===== config.mk =====
export PLATFORM = sky130hd
export DESIGN_NAME = pipe_bpred_flat
export DESIGN_NICKNAME = d
export VERILOG_FILES = /design/src/rtl/pipe_bpred_pkg.sv /design/src/rtl/pipe_bpred_if.sv /design/src/rtl/pipe_bpred_ctr.sv /design/src/rtl/pipe_bpred.sv /design/src/flat_wrapper.sv
export SDC_FILE = /design/constraint.sdc
export NUM_CORES = 1
export LEC_CHECK = 0
export CORE_MARGIN = 4
export CORE_UTILIZATION = 30
export CTS_CLUSTER_DIAMETER = 120
export DETAILED_ROUTE_END_ITERATION = 10
export GPL_ROUTABILITY_DRIVEN = 0
export SLEW_MARGIN = 40
export SYNTH_ARGS = -nofsm -noshare
export SYNTH_HDL_FRONTEND = slang
export SYNTH_HIERARCHICAL = 1
export SYNTH_SLANG_ARGS = --single-unit

===== constraint.sdc =====
create_clock -name clk -period 8.05 [get_ports clk]
set_input_delay 2.0125 -clock clk [delete_from_list [all_inputs] [get_ports clk]]
set_output_delay 2.0125 -clock clk [all_outputs]
set_load 0.01 [all_outputs]

===== src/rtl/pipe_bpred_pkg.sv =====
// Shared types and constants for the pipe_bpred branch predictor.
package pipe_bpred_pkg;

    localparam int unsigned TAG_MAX_W = 16;

    localparam logic [1:0] CTR_SNT   = 2'd0;
    localparam logic [1:0] CTR_WNT   = 2'd1;
    localparam logic [1:0] CTR_WT    = 2'd2;
    localparam logic [1:0] CTR_ST    = 2'd3;
    localparam logic [1:0] CTR_RESET = CTR_WNT;
    localparam logic [1:0] CTR_ALLOC = CTR_WT;

    // Tag is held zero-extended to TAG_MAX_W so the struct has a fixed layout.
    typedef struct packed {
        logic                 valid;
        logic [TAG_MAX_W-1:0] tag;
        logic [1:0]           ctr;
        logic [31:0]          target;
    } entry_t;

    function automatic logic [TAG_MAX_W-1:0] pc_tag(input logic [31:0] pc,
                                                    input int unsigned idx_w,
                                                    input int unsigned tag_w);
        logic [31:0] mask;
        mask = (32'd1 << tag_w) - 32'd1;
        return TAG_MAX_W'((pc >> (idx_w + 2)) & mask);
    endfunction

endpackage


===== src/rtl/pipe_bpred_if.sv =====
// Lookup, update, invalidate and statistics signals of the branch predictor.
interface pipe_bpred_if;
    logic [31:0] if_pc;
    logic        pred_taken;
    logic [31:0] pred_target;
    logic        upd_valid;
    logic [31:0] upd_pc;
    logic [31:0] upd_target;
    logic        upd_taken;
    logic        upd_pred_taken;
    logic [31:0] upd_pred_target;
    logic        upd_mispredict;
    logic        inv_all;
    logic [31:0] stat_updates;
    logic [31:0] stat_mispredicts;

    modport master (
        output if_pc, upd_valid, upd_pc, upd_target, upd_taken, upd_pred_taken,
               upd_pred_target, inv_all,
        input  pred_taken, pred_target, upd_mispredict, stat_updates, stat_mispredicts
    );

    modport slave (
        input  if_pc, upd_valid, upd_pc, upd_target, upd_taken, upd_pred_taken,
               upd_pred_target, inv_all,
        output pred_taken, pred_target, upd_mispredict, stat_updates, stat_mispredicts
    );
endinterface


===== src/rtl/pipe_bpred_ctr.sv =====
// Two-bit saturating direction counter, next-state only.
module pipe_bpred_ctr
    import pipe_bpred_pkg::*;
(
    input  logic [1:0] ctr,
    input  logic       taken,
    output logic [1:0] ctr_nxt
);

    always_comb begin
        ctr_nxt = ctr;
        if (taken) begin
            if (ctr != CTR_ST) ctr_nxt = ctr + 2'd1;
        end else begin
            if (ctr != CTR_SNT) ctr_nxt = ctr - 2'd1;
        end
    end

endmodule


===== src/rtl/pipe_bpred.sv =====
// Direct-mapped tagged branch predictor with 2-bit counters and targets.
// Define BPRED_STATS_EN to build the update/mispredict event counters.
module pipe_bpred
    import pipe_bpred_pkg::*;
#(
    parameter int unsigned ENTRIES = 16,
    parameter int unsigned TAG_W   = 8
) (
    input logic          clk,
    input logic          reset,
    pipe_bpred_if.slave  bus
);

    localparam int unsigned IDX_W = $clog2(ENTRIES);

    entry_t                tbl_q [ENTRIES];
    logic [IDX_W-1:0]      lk_idx;
    logic [TAG_MAX_W-1:0]  lk_tag;
    entry_t                lk_ent;
    logic                  lk_hit;
    logic [IDX_W-1:0]      upd_idx;
    logic [TAG_MAX_W-1:0]  upd_tag;
    entry_t                cur;
    logic                  upd_hit;
    logic                  accept;
    logic [1:0]            ctr_nxt;
    logic                  wr_en;
    entry_t                wr_entry;

    // Lookup: reads state only, so an update in the same cycle is not visible.
    assign lk_idx = bus.if_pc[IDX_W+1:2];
    assign lk_tag = pc_tag(bus.if_pc, IDX_W, TAG_W);
    assign lk_ent = tbl_q[lk_idx];
    assign lk_hit = lk_ent.valid && (lk_ent.tag == lk_tag);

    assign bus.pred_taken  = lk_hit && lk_ent.ctr[1] && !bus.if_pc[31];
    assign bus.pred_target = bus.pred_taken ? lk_ent.target : 32'd0;

    assign bus.upd_mispredict = bus.upd_valid &&
        ((bus.upd_taken != bus.upd_pred_taken) ||
         (bus.upd_taken && (bus.upd_pred_target != bus.upd_target)));

    assign upd_idx = bus.upd_pc[IDX_W+1:2];
    assign upd_tag = pc_tag(bus.upd_pc, IDX_W, TAG_W);
    assign cur     = tbl_q[upd_idx];
    assign upd_hit = cur.valid && (cur.tag == upd_tag);
    assign accept  = bus.upd_valid && !bus.upd_pc[31] && !bus.inv_all;

    pipe_bpred_ctr u_ctr (
        .ctr     (cur.ctr),
        .taken   (bus.upd_taken),
        .ctr_nxt (ctr_nxt)
    );

    always_comb begin
        wr_en    = 1'b0;
        wr_entry = cur;
        if (accept) begin
            if (upd_hit) begin
                wr_en        = 1'b1;
                wr_entry.ctr = ctr_nxt;
                if (bus.upd_taken) wr_entry.target = bus.upd_target;
            end else if (bus.upd_taken) begin
                wr_en    = 1'b1;
                wr_entry = '{valid: 1'b1, tag: upd_tag, ctr: CTR_ALLOC,
                             target: bus.upd_target};
            end
        end
    end

    always_ff @(posedge clk or negedge reset) begin
        if (!reset) begin
            for (int i = 0; i < int'(ENTRIES); i++) begin
                tbl_q[i] <= '{valid: 1'b0, tag: '0, ctr: CTR_RESET, target: 32'd0};
            end
        end else if (bus.inv_all) begin
            for (int i = 0; i < int'(ENTRIES); i++) begin
                tbl_q[i].valid <= 1'b0;
            end
        end else if (wr_en) begin
            tbl_q[upd_idx] <= wr_entry;
        end
    end

`ifdef BPRED_STATS_EN
    logic [31:0] stat_upd_q;
    logic [31:0] stat_mis_q;

    always_ff @(posedge clk or negedge reset) begin
        if (!reset) begin
            stat_upd_q <= 32'd0;
            stat_mis_q <= 32'd0;
        end else begin
            if (accept && (stat_upd_q != 32'hFFFF_FFFF)) stat_upd_q <= stat_upd_q + 32'd1;
            if (bus.upd_mispredict && (stat_mis_q != 32'hFFFF_FFFF)) begin
                stat_mis_q <= stat_mis_q + 32'd1;
            end
        end
    end

    assign bus.stat_updates     = stat_upd_q;
    assign bus.stat_mispredicts = stat_mis_q;
`else
    assign bus.stat_updates     = 32'd0;
    assign bus.stat_mispredicts = 32'd0;
`endif

endmodule

===== src/flat_wrapper.sv =====
// flat-port wrapper written by rule: the top's interface ports become plain ports
module pipe_bpred_flat import pipe_bpred_pkg::*;
#(
    parameter int unsigned ENTRIES = 16,
    parameter int unsigned TAG_W   = 8
)
  (clk, reset, bus_if_pc, bus_upd_valid, bus_upd_pc, bus_upd_target, bus_upd_taken, bus_upd_pred_taken, bus_upd_pred_target, bus_inv_all, bus_pred_taken, bus_pred_target, bus_upd_mispredict, bus_stat_updates, bus_stat_mispredicts);
  pipe_bpred_if bus_i ();
  input logic clk;
  input logic reset;
  input wire logic [$bits(bus_i.if_pc)-1:0] bus_if_pc;
  input wire logic [$bits(bus_i.upd_valid)-1:0] bus_upd_valid;
  input wire logic [$bits(bus_i.upd_pc)-1:0] bus_upd_pc;
  input wire logic [$bits(bus_i.upd_target)-1:0] bus_upd_target;
  input wire logic [$bits(bus_i.upd_taken)-1:0] bus_upd_taken;
  input wire logic [$bits(bus_i.upd_pred_taken)-1:0] bus_upd_pred_taken;
  input wire logic [$bits(bus_i.upd_pred_target)-1:0] bus_upd_pred_target;
  input wire logic [$bits(bus_i.inv_all)-1:0] bus_inv_all;
  output wire logic [$bits(bus_i.pred_taken)-1:0] bus_pred_taken;
  output wire logic [$bits(bus_i.pred_target)-1:0] bus_pred_target;
  output wire logic [$bits(bus_i.upd_mispredict)-1:0] bus_upd_mispredict;
  output wire logic [$bits(bus_i.stat_updates)-1:0] bus_stat_updates;
  output wire logic [$bits(bus_i.stat_mispredicts)-1:0] bus_stat_mispredicts;
  assign bus_i.if_pc = bus_if_pc;
  assign bus_i.upd_valid = bus_upd_valid;
  assign bus_i.upd_pc = bus_upd_pc;
  assign bus_i.upd_target = bus_upd_target;
  assign bus_i.upd_taken = bus_upd_taken;
  assign bus_i.upd_pred_taken = bus_upd_pred_taken;
  assign bus_i.upd_pred_target = bus_upd_pred_target;
  assign bus_i.inv_all = bus_inv_all;
  assign bus_pred_taken = bus_i.pred_taken;
  assign bus_pred_target = bus_i.pred_target;
  assign bus_upd_mispredict = bus_i.upd_mispredict;
  assign bus_stat_updates = bus_i.stat_updates;
  assign bus_stat_mispredicts = bus_i.stat_mispredicts;
  pipe_bpred #(.ENTRIES(ENTRIES), .TAG_W(TAG_W)) u_core (.clk(clk), .reset(reset), .bus(bus_i));
endmodule

# --- After elaboration in Yosys (flattened, before gate mapping) ---
# Index checks and enable logic that the tools add are counted.
classes:
  n_reduce_logical: 16
  n_div: 0
  mux: 38
  eq_ne: 5
  n_addsub: 2
  multipliers: 0
  shift: 0
  bitwise_logic: 3
  n_lt_le_gt_ge: 3
op_table:
  columns: ["operator", "n"]
  rows:
  - ["816-bit bitwise mux", 1]
  - ["816-bit 2-to-1 mux", 1]
  - ["51-bit binary-select mux with 4-bit select", 2]
  - ["51-bit 2-to-1 mux", 7]
  - ["51-bit demux with 4-bit select", 1]
  - ["32-bit 2-to-1 mux", 2]
  - ["34-bit 2-to-1 mux", 1]
  - ["16-bit by 8-bit == test with 1-bit output", 2]
  - ["32-bit != test", 1]
  - ["1-bit 2-to-1 mux", 19]
  - ["17-bit 2-to-1 mux", 1]
  - ["5-bit >= comparator (second input constant)", 2]
  - ["4-bit inverter with 5-bit output", 2]
  - ["1-bit logical AND", 9]
  - ["2-bit 2-to-1 mux", 3]
  - ["5-bit by 1-bit less-than comparator with 1-bit output (second input constant)", 1]
  - ["2-bit nonzero test", 2]
  - ["1-bit zero test", 3]
  - ["2-bit by 1-bit adder with 2-bit output (second input constant)", 1]
  - ["2-bit != test (second input constant)", 1]
  - ["2-bit AND reduction", 1]
  - ["2-bit by 1-bit subtractor with 2-bit output (second input constant)", 1]
  - ["1-bit logical OR", 1]
  - ["1-bit != test", 1]
  - ["1-bit inverter", 1]
word_totals:
  in_bits: 134
  mem_bits_rw: 0
  mem_bits_ro: 0
  memories: 0
  latchBits: 0
  out_inout_bits: 98
  register_bits: 816

# --- Logic depth before layout (Yosys ltp) ---
depth:
  word_depth: 12
  ltp_mapped: 15
  mapped_depth_nobuf: 8

# --- Cells and area by module ---
# The synthesis kept the hierarchy.
modules_own_cells:
  columns: ["module", "seq_area_each_um2", "area_per_inst_um2", "n_inst", "cells_each"]
  rows:
  - ["pipe_bpred", 20439.6, 42897.4, 1, 2858]
  - ["pipe_bpred_ctr", 0.0, 26.3, 1, 3]

# --- Worst setup path after synthesis ---
# Ideal clock, no wire load.
synth_timing:
  kind: "input-to-output"
  from: "in bus_if_pc[3]"
  to: "out bus_pred_target[10]"
  cell_stages: 10
  arrival_ns: 4.674
  path_slack_ns: 1.363
  required_ns: 6.037
  path_cell_list: "buf_2 clkbuf_1 clkbuf_1 mux4_2 mux4_2 xnor2_1 nand3_1 a2111o_1 buf_2 nor2b_1"
synth_between:
  elab_chain_len: 9
synth_lines:
  columns: ["element", "line_no", "rtl"]
  rows:
  - ["start, declared", "flat_wrapper.sv:11", "input wire logic [$bits(bus_i.if_pc)-1:0] bus_if_pc;"]
  - ["4-bit inverter with 5-bit output (implied by the code) *", "pipe_bpred.sv:33", "assign lk_ent = tbl_q[lk_idx];"]
  - ["51-bit binary-select mux with 4-bit select *", "pipe_bpred.sv:33", null]
  - ["51-bit 2-to-1 mux (implied by the code) * (2 in series)", "pipe_bpred.sv:33", null]
  - ["16-bit by 8-bit == test with 1-bit output", "pipe_bpred.sv:34", "assign lk_hit = lk_ent.valid && (lk_ent.tag == lk_tag);"]
  - ["1-bit logical AND", "pipe_bpred.sv:34", null]
  - ["1-bit logical AND (2 in series)", "pipe_bpred.sv:36", "assign bus.pred_taken = lk_hit && lk_ent.ctr[1] && !bus.if_pc[31];"]
  - ["32-bit 2-to-1 mux *", "pipe_bpred.sv:37", "assign bus.pred_target = bus.pred_taken ? lk_ent.target : 32'd0;"]
  - ["end, declared", "flat_wrapper.sv:20", "output wire logic [$bits(bus_i.pred_target)-1:0] bus_pred_target;"]
# Every way passes the cells marked *; elsewhere a longest branch is shown, timed or not. The select of a mux whose other input is x is not followed.

# --- Worst setup path in the final report ---
layout_timing:
  from: "in bus_if_pc[2]"
  to: "out bus_pred_target[2]"
# Same word-level chain as after synthesis.

==> impl_metrics.json <==
{
  "grt.total_usage_pct": 17.3,
  "synth-edff-count": 0,
  "routed_wl_um": 129000,
  "drc_errors": 0,
  "path_cells": "buf_8 > mux4_2 > mux4_2 > xnor2_1 > nand4_1 > or4_1 > a2111o_2 > buf_4 > nor2b_1 > buf_4 > clkdlybuf4s50_1",
  "clock_sinks": 816,
  "avgSynthCellArea_um2": 15.0,
  "seq_area_frac_synth_pct": 47.6,
  "synth_top_area_cell": "dfrtp_1",
  "fin_area_um2": 49600,
  "fin_setup_tns_ns": 0,
  "worstPathRequired_ns": 6.04,
  "min_period_over_period_pct": 97.2,
  "critPathSlowestCell": "mux4_2",
  "critPathMaxFanout": 31,
  "wl_per_cell_um": 26.3,
  "die_area_um2": 149000,
  "clk_pin_slew_worst_paths_ns": 0.06,
  "setup_violations": 0,
  "grtUsageMet2_pct": 27.2,
  "tightest_slew_ns": 0.928,
  "maxSlewViolCount": 0,
  "core.rowCount": 138,
  "cts_hold_buf": 0,
  "grt_first_pass_wirelength_um": 194000,
  "rsz0062_at_grt": "no",
  "h-tree-depth": 3,
  "relSlewSlack_pct": 38.0,
  "core_um2": 142000,
  "startpoint_type": "input pin",
  "antenna_found_initial": 2,
  "peakVddDrop_mv": 0.160,
  "postSynthCellCount": 2861,
  "use_met3_pct": 2.73,
  "synth_top_area_share_pct": 46.6,
  "crit_family": "buffers and inverters",
  "die_w_um": 386,
  "max_stage_delay_ns": 0.57,
  "regMostFlops": "u_core/tbl_q",
  "hp-start": "u_core/tbl_q[450]",
  "startpoint": "bus_if_pc[2]",
  "dp_hpwl_um": 82800,
  "yosys-top-cells-area": "dfrtp_1, mux4_2, mux2_2",
  "synth_area_um2": 42900,
  "r2r_slack_ns": 3.69,
  "area_delta_synth_final_pct": 15.5,
  "synth_cell_types": 64,
  "hp-class": "reg2reg",
  "die_h_um": 386,
  "top_regs": "u_core/tbl_q: 816 flops",
  "ys_async_sr_fraction_pct": 100,
  "io_pins": 232,
  "via_count": 26800,
  "clock-root-buffer": "clkbuf_16",
  "dpl_cell_area_um2": 46300,
  "largest_reg_flops": 816,
  "cp.arrival_ns": 5.81,
  "cts_setup_buffers": 0,
  "grt_start_max_net_pins": 164,
  "regToRegStartpoint": "u_core/tbl_q[243]",
  "synthFlopType": "dfrtp_1",
  "grt.busiest_layer": "met2",
  "fmax_mhz": 128,
  "nets": 3087,
  "cts_tree": "built",
  "cts_buffer_depth": 3,
  "p_leak_nw": 21.6,
  "synth_common_cells": "dfrtp_1, mux2_2, mux4_2",
  "met1_usage_pct": 24.7,
  "vias_per_cell": 5.44,
  "hold_viol_final": 0,
  "cts-resized-gates": 0,
  "layout-drive-gt1-share_pct": 41.4,
  "port_buffers": 129,
  "crit_buf_inv": 4,
  "crit_type": "in2out",
  "maxCapViolCount": 0,
  "fin_skew_ns": 0.0575,
  "drt_first_pass_iters": 7,
  "cp-end-kind": "primary output",
  "insertion_delay_ns": 0.68,
  "status": "completed",
  "fill_cells": 13700,
  "worst_hold_slack_ns": 0.484,
  "ys_warn_count": 6,
  "min_period_ns": 7.83,
  "power.density_nw_per_um2": 193,
  "synth.most_common_cell": "dfrtp_1",
  "start_util_pct": 30.3,
  "postRouteAntennaNets": 0,
  "grt_pass1_vias": 27800,
  "cts-buffers-inserted": 91,
  "drtIter0Drc": 2523,
  "overflow": 0,
  "synth-seq-cells": 816
}
==> worst paths after layout <==
check,endpoint,cells after the start
max,bus_pred_target[2],11
min,u_core/tbl_q[450],1
max reg2reg,u_core/tbl_q[116],10
min reg2reg,u_core/tbl_q[450],1
max in group asynchronous,u_core/tbl_q[428],3
min in group asynchronous,u_core/tbl_q[309],1
==> layer usage <==
metal	vias up	part of all wire, %
li1	11100	-
met1	14500	44
met2	959	47
met3	215	6.1
met4	2	3.2
met5	-	0.010
==> stage by stage <==
stage               power (mW)  worst slack, ns  util (%)  instances
floorplan                 4.92             1.36         -       2924
global placement          5.25            0.132      32.5       4736
detailed placement        5.27            0.119      32.7       4748
CTS                       9.68            0.114      34.9       4916
global route              9.92           0.0281      35.0       4918
finish                    9.58            0.223      35.0       4920
==> area by class of cell <==
class,instances,area (um2),share of cell area (%)
Sequential cell,816,20400,41.2
Tap cell,1890,2360,4.77
Clock buffer,130,2700,5.44
Clock inverter,38,480,0.970
Antenna cell,2,5.00,0.0101
Multi-Input combinational cell,1785,21100,42.5
Inverter,22,85.1,0.172
Timing Repair Buffer,237,2440,4.92
==> worst reg2reg max path, delay by kind of cell, from the launching register on <==
kind,cells,cell delay [ns]
AO/OA/AOI/OAI,3,1.40
multiplexers,4,1.48
AND/OR/NAND/NOR,1,0.25
buffers and inverters,2,0.74
flip-flops,1,0.40
==> layout by cell type, fill, tap and decap left out, types with 51 or more instances in the layout <==
cell and instances:
conb_1 64, mux2_2 518, nand2_1 51, clkdlybuf4s50_1 119, nor2_1 59, clkbuf_16 92
and2_1 129, dfrtp_1 800, mux4_2 411, a2bb2oi_1 80, buf_4 83, o22a_1 64
==> power by group <==
group          leakage, nW  internal (mW)  switching (mW)  total [mW]
combinational         8.79          0.392           0.478       0.870
sequential            11.2           4.22           0.105        4.33
clock                 1.57           2.60            1.79        4.38
==> kinds of logic after synthesis <==
| family | Yosys count | share of synthesized area (%) |
|---|---|---|
| xor gates and xnor gates | 47 | 0.959 |
| AOI/OAI and AO/OA | 289 | 5.22 |
| muxes | 995 | 36.9 |
| and+or+nand+nor | 388 | 4.97 |
| buffers and inverters | 323 | 4.27 |
| other | 1 | 0.00874 |
| DFF | 816 | 47.6 |
| adders and majority gates | 2 | 0.0525 |
Note: power is estimated with default switching activity, not from simulation.
